===== src/rtl/gemm_drain_ctrl.sv =====
`default_nettype none
// =============================================================================
// gemm_drain_ctrl : shifts the PE accumulators out row by row into a small FIFO
//                   and streams them downstream with a valid/ready handshake.
// Revision        : 1.0
// =============================================================================
module gemm_drain_ctrl #(
  parameter int NumRows      = 4,
  parameter int NumCols      = 4,
  parameter int OutDataWidth = 32,
  localparam int RW = (NumRows > 1) ? $clog2(NumRows) : 1
) (
  input  logic                                        clk_i,
  input  logic                                        rst_ni,
  input  logic                                        start_i,
  input  logic signed [NumCols-1:0][OutDataWidth-1:0] col_acc_i,
  output logic [1:0]                                  acc_mux_sel_o,
  output logic signed [NumCols-1:0][OutDataWidth-1:0] res_data_o,
  output logic [RW-1:0]                               res_row_o,
  output logic                                        res_valid_o,
  input  logic                                        res_ready_i,
  output logic                                        busy_o,
  output logic                                        done_o
);

  localparam int            CNT_W     = $clog2(NumRows + 1);
  localparam logic [RW-1:0] LAST_IDX  = RW'(NumRows - 1);
  localparam logic [1:0]    SEL_ACC   = 2'b00;
  localparam logic [1:0]    SEL_FLUSH = 2'b01;
  localparam logic [1:0]    SEL_CLEAR = 2'b11;

  typedef enum logic [1:0] {
    IDLE   = 2'd0,
    SHIFT  = 2'd1,
    CLEAR  = 2'd2,
    STREAM = 2'd3
  } state_e;

  state_e state_q, state_d;

  logic [RW-1:0]    k_q;
  logic [RW-1:0]    wr_ptr_q;
  logic [RW-1:0]    rd_ptr_q;
  logic [CNT_W-1:0] count_q;
  logic             push;
  logic             pop;

  logic [NumCols-1:0][OutDataWidth-1:0] data_mem [NumRows];
  logic [RW-1:0]                        tag_mem  [NumRows];

  function automatic logic [RW-1:0] next_ptr(input logic [RW-1:0] p);
    return (p == LAST_IDX) ? '0 : p + 1'b1;
  endfunction

  // Outputs come straight from FIFO storage registers, never from col_acc_i.
  assign res_valid_o = (count_q != '0);
  assign pop         = res_valid_o & res_ready_i;
  assign res_data_o  = data_mem[rd_ptr_q];
  assign res_row_o   = tag_mem[rd_ptr_q];

  always_comb begin
    state_d       = state_q;
    acc_mux_sel_o = SEL_ACC;
    busy_o        = 1'b1;
    done_o        = 1'b0;
    push          = 1'b0;
    unique case (state_q)
      IDLE: begin
        busy_o = 1'b0;
        if (start_i) begin
          state_d = SHIFT;
        end
      end
      SHIFT: begin
        acc_mux_sel_o = SEL_FLUSH;
        push          = 1'b1;
        if (k_q == LAST_IDX) begin
          state_d = CLEAR;
        end
      end
      CLEAR: begin
        acc_mux_sel_o = SEL_CLEAR;
        state_d       = STREAM;
      end
      STREAM: begin
        // The last row may already have left during CLEAR when the sink never stalls.
        if ((count_q == '0) || ((count_q == CNT_W'(1)) && pop)) begin
          done_o  = 1'b1;
          state_d = IDLE;
        end
      end
      default: begin
        state_d = IDLE;
      end
    endcase
  end

  always_ff @(posedge clk_i) begin
    if (!rst_ni) begin
      state_q  <= IDLE;
      k_q      <= '0;
      wr_ptr_q <= '0;
      rd_ptr_q <= '0;
      count_q  <= '0;
      for (int i = 0; i < NumRows; i++) begin
        data_mem[i] <= '0;
        tag_mem[i]  <= '0;
      end
    end else begin
      state_q <= state_d;

      if ((state_q == SHIFT) && (k_q != LAST_IDX)) begin
        k_q <= k_q + 1'b1;
      end else begin
        k_q <= '0;
      end

      if (push) begin
        data_mem[wr_ptr_q] <= col_acc_i;
        tag_mem[wr_ptr_q]  <= LAST_IDX - k_q;
        wr_ptr_q           <= next_ptr(wr_ptr_q);
      end

      if (pop) begin
        rd_ptr_q <= next_ptr(rd_ptr_q);
      end

      if (push && !pop) begin
        count_q <= count_q + 1'b1;
      end else if (!push && pop) begin
        count_q <= count_q - 1'b1;
      end
    end
  end

endmodule
`default_nettype wire


===== config.mk =====
export PLATFORM = sky130hd
export DESIGN_NAME = gemm_drain_ctrl
export DESIGN_NICKNAME = d
export VERILOG_FILES = /design/src/rtl/gemm_drain_ctrl.sv
export SDC_FILE = /design/constraint.sdc
export NUM_CORES = 1
export LEC_CHECK = 0
export ABC_CLOCK_PERIOD_IN_PS = 11000
export BUFFER_PORTS_ARGS = -buffer_cell sky130_fd_sc_hd__buf_4
export CORE_UTILIZATION = 45
export CTS_CLUSTER_SIZE = 30
export DETAILED_ROUTE_END_ITERATION = 8
export GPL_TIMING_DRIVEN = 1
export HOLD_SLACK_MARGIN = 0.06
export SLEW_MARGIN = 20
export SYNTH_ARGS = -nofsm -noshare
export SYNTH_HDL_FRONTEND = slang
export SYNTH_SLANG_ARGS = --single-unit

===== constraint.sdc =====
create_clock -name clk_i -period 11 [get_ports clk_i]
set_input_delay 0 -clock clk_i [delete_from_list [all_inputs] [get_ports clk_i]]
set_output_delay 0 -clock clk_i [all_outputs]
set_load 0.005 [all_outputs]

-- Word level (Yosys, flattened, before mapping)
Memory sizes are Yosys's and may differ from the RTL's. A register that Yosys moved wholly into a read port is not among the register bits.
Cells that the tools add are included.
- add/sub/neg operators: 6
- equality and inequality tests: 11
- muxes and demuxes: 27
- bitwise gates (word level): 1
- reduce and logical (&&, ||, !) cells: 15
- operators by type and width (kind ; number):
    $mux W128 ; 1
    $reduce_or A128 Y1 ; 1
    $mux W2 ; 12
    $eq A2 B2 Y1 const B ; 5
    $mux W1 ; 10
    $ne A2 B2 Y1 const B ; 4
    $pmux W2 S4 ; 1
    $add A2 B1 Y2 const B ; 3
    $mux W3 ; 2
    $logic_and A1 B1 Y1 ; 4
    $pmux W2 S2 ; 1
    $add A3 B1 Y3 const B ; 1
    $eq A3 B1 Y1 const B ; 1
    $logic_not A3 Y1 ; 1
    $reduce_and A3 Y1 ; 1
    $reduce_bool A3 Y1 ; 1
    $sub A3 B1 Y3 const B ; 1
    $eq A2 B1 Y1 const B ; 1
    $logic_not A1 Y1 ; 2
    $logic_not A2 Y1 ; 1
    $reduce_and A2 Y1 ; 1
    $reduce_bool A2 Y1 ; 1
    $reduce_or A2 Y1 ; 1
    $sub A2 B2 Y2 const A ; 1
    other kinds (2) ; 2
- flip-flop bits (word level): 11
- RAM bits: 520
- bits of input ports: 132
- memories kept: 2
- memory list (name ; words ; width ; read ports ; clocked after Yosys merged registers in ; wr ports ; line ; source):
    data_mem ; 4 ; 128 ; 1 ; 1 ; 4 ; 48 ; logic [NumCols-1:0][OutDataWidth-1:0] data_mem [NumRows];
    tag_mem ; 4 ; 2 ; 1 ; 1 ; 4 ; 49 ; logic [RW-1:0] tag_mem [NumRows];

-- Logic depth before layout (Yosys ltp)
- depth in word-level cells: 7
- depth in mapped cells: 8

-- Worst setup path after synthesis
Ideal clock, no wire load.
- path kind: reg-to-reg
- start: register state_q[1]
- end: memory data_mem[2][0] (netlist bit), enable pin
- library setup time: 0.494 ns
- arrival: 3.958 ns
- slack: 6.548 ns
- cell stages (with the launch flop): 9
- path buffers: 2
- cell sequence: dfxtp_1 > inv_1 > ha_1 > buf_4 > nand2_4 > nor2_2 > clkbuf_1 > nand2_1 > nand2_1
- RTL lines (element ; line ; source):
    from (decl) ; 39 ; state_e state_q, state_d;
    from (signal assigned) ; 110 ; state_q <= state_d;
    to (decl) ; 48 ;

==> flow_summary.yaml <==
cts:
  cts_root_buf: "clkbuf_16"
  hold_buffers: 131
  cts.sinks: 533
  worstSkewPairLatency_ps: 590
  numCtsBuffers: 55
  cts_resized: 0
  clock_path_buffers: 3
  clkTransAtPathRegs_ps: 60
  tritoncts: "yes"
  cts_setup_buffers: 0
  h-tree-depth: 2
die:
  std_cell_rows: 82
  ios: 267
  die_w_um: 229
  fp.dieH_um: 229
  die_area_um2: 52300
  start_util_pct: 45.9
  core_um2: 50400
placed_design:
  numPortBuffers: 266
  dp_slack_ps: 6590
  hpwl_um: 30400
  place.gp.congestion: 0.734
sta:
  whs_ps: 243
  setup_violations: 0
  finalSetupTns_ps: 0
  final.setup.worst_slack_ps: 6740
  rsz0062_at_grt: "false"
  fmaxAchievable_mhz: 235
  hold_viol_final: 0
  worst_pin_slew_ps: 1150
  maxSlewViolCount: 0
  final.setup_skew_ps: 8.68
  relSlewSlack_pct: 23.4
  finalCritPeriodShare_pct: 38.7
  period_needed_ps: 4260
critical_path:
  crit_path_end_kind: "flip-flop"
  r2r-end: "data_mem[2][96]$_SDFFCE_PN0P_"
  start_kind: "flip-flop"
  path_class: "flip-flop to flip-flop"
  crit_fanout: 67
  regToRegSetupSlack_ps: 6740
  crit_required_ps: 11210
  rr_startpoint: "state_q[1]$_SDFFE_PN0P_"
  crit_start: "state_q[1]$_SDFFE_PN0P_"
  crit_arrival_ps: 4470
  crit_path_end: "data_mem[2][96]$_SDFFCE_PN0P_"
  r2r.worst_path.cells: 8
detailed_routing:
  final_antenna_net_count: 0
  firstDrtPassIters: 5
  drt_wl_total_um: 56900
  drt_iter0_drc: 943
  wl_per_cell_um: 23.3
  avgViaCountPerCell: 5.44
  num_vias: 13250
  drc_errors: 0
logic_synthesis:
  synth_edf_count: 520
  synth_seq_area_share_pct: 68.7
  synthArstFlopShare_pct: 0
  syn_inst: 1367
  ys.warnings.count: 0
  syn_area_um2: 23100
  synth_cell_types: 33
  synthFlopType: "edfxtp_1"
  ys_ff_latch: 533
  syn_nets: 1512
  avgSynthCellArea_um2: 16.9
layout:
  syn2layout_area_growth_pct: 24.2
  drive_above_1_share_pct: 28.7
  antenna_cells: 0
  final_nets: 1870
grt:
  antenna_found_initial: 4
  grt-ovfl-total: 0
  grt_pass1_vias: 13795
  grt_pass1_wl_um: 85700
  grt_max_degree: 98
  grt_use_total_pct: 21.8
run:
  max_cap_violations: 0
power:
  power_density_nw_per_um2: 201
  ir_worst_vdd_uv: 122
  fin_total_pwr_uw: 5780
  p_leak_uw: 0.0116
min_path:
  hp-class: "input port to flip-flop"
status:
  status: "complete, no violations"
logic make-up (layout without fill, tap and decap cells):
| kind of cell | after synthesis | count (layout) | synth area share, % |
|---|---|---|---|
| AO/OA/AOI/OAI | 10 | 10 | 0.265 |
| XOR/XNOR | 2 | 2 | 0.0758 |
| adder cells (fa/ha/maj) | 13 | 13 | 0.704 |
| buffers and inverters | 124 | 522 | 2.63 |
| flip-flops | 533 | 533 | 68.7 |
| multiplexers | 134 | 134 | 12.8 |
| AND/OR/NAND/NOR | 551 | 551 | 14.8 |
per-stage QoR:
stage                     cells  area [um^2]  util, %
after floorplan            1367        23100        -
after global placement     2209        25600     50.8
after detailed placement   2209        25600     50.8
after CTS                  2437        28700     56.9
after global routing       2437        28700     56.9
final                      2437        28700     56.9
how the worst min path moves through the flow:
stage	startpoint	to	slack [ps]	cells after the start
5_1_grt	col_acc_i[74]	data_mem[0][74]$_SDFFCE_PN0P_	240	3
6_report	col_acc_i[32]	data_mem[0][32]$_SDFFCE_PN0P_	240	3
3_5_place_dp	col_acc_i[24]	data_mem[0][24]$_SDFFCE_PN0P_	300	2
4_1_cts	col_acc_i[4]	data_mem[1][4]$_SDFFCE_PN0P_	210	3
3_3_place_gp	col_acc_i[25]	data_mem[1][25]$_SDFFCE_PN0P_	300	2
2_1_floorplan	res_ready_i	flip-flop	190	2
area by class of cell:
cell class | instances | area [um^2]
clock buffer | 71 | 1540
sequential | 533 | 15900
timing repair buffer | 419 | 3470
tap | 672 | 841
multi-input combinational | 710 | 6680
clock inverter | 26 | 241
inverter | 6 | 22.5
fill | 3960 | 21700
worst max-delay path, cell delays in order, from the launching register on:
cell     delay (ps)
dfxtp_1         340
inv_1           140
ha_4            440
nand2_4         190
nor2_4          110
buf_4           570
nand2_1         250
nand2_4         770
buf_4           870
report_power, final:
part           leakage (uW)  switching, uW  internal, uW
clock network      0.000874            759          1090
registers           0.00549           92.2          2500
logic               0.00523            682           652
layer usage:
layer  vias up  wire length [um]  track usage [%]
li1       5969                 -                -
met1      6808             25400             31.1
met2       376             27100             34.5
met3        89              2910             3.56
met4         8              1370             6.59
met5         -                42                0
cell usage in the layout, fill, tap and decap left out, drive strengths merged, types with 2 or more instances in the layout:
cell type	count
nor3	3
nand3	2
clkinv	20
nor3b	3
clkbuf	71
a21oi	2
dfxtp	13
ha	13
o21ai	4
or3	3
a21boi	3
nand2	13
mux2i	4
nor2b	2
dlygate4sd3	131
edfxtp	520
bufinv	5
buf	288
inv	6
and3	256
nor2	9
mux4	130
and2	258
cells in the mapped netlist (all sizes together) (6+ instances only):
library cell | instances | area (um^2)
edfxtp | 520 | 15600
and2 | 258 | 1610
and3 | 256 | 1600
mux4 | 130 | 2930
clkbuf | 72 | 284
buf | 46 | 302
dfxtp | 13 | 260
ha | 13 | 163
nand2 | 13 | 56.3
nor2 | 9 | 36.3
inv | 6 | 22.5
state kept, by name (all words and copies together), names as in the netlist, named ones only:
| signal | cells |
|---|---|
| count_q | 3 |
| data_mem | 512 |
| k_q | 2 |
| rd_ptr_q | 2 |
| state_q | 2 |
| tag_mem | 8 |
| wr_ptr_q | 2 |
No activity file was read; power rests on OpenSTA's default activity.
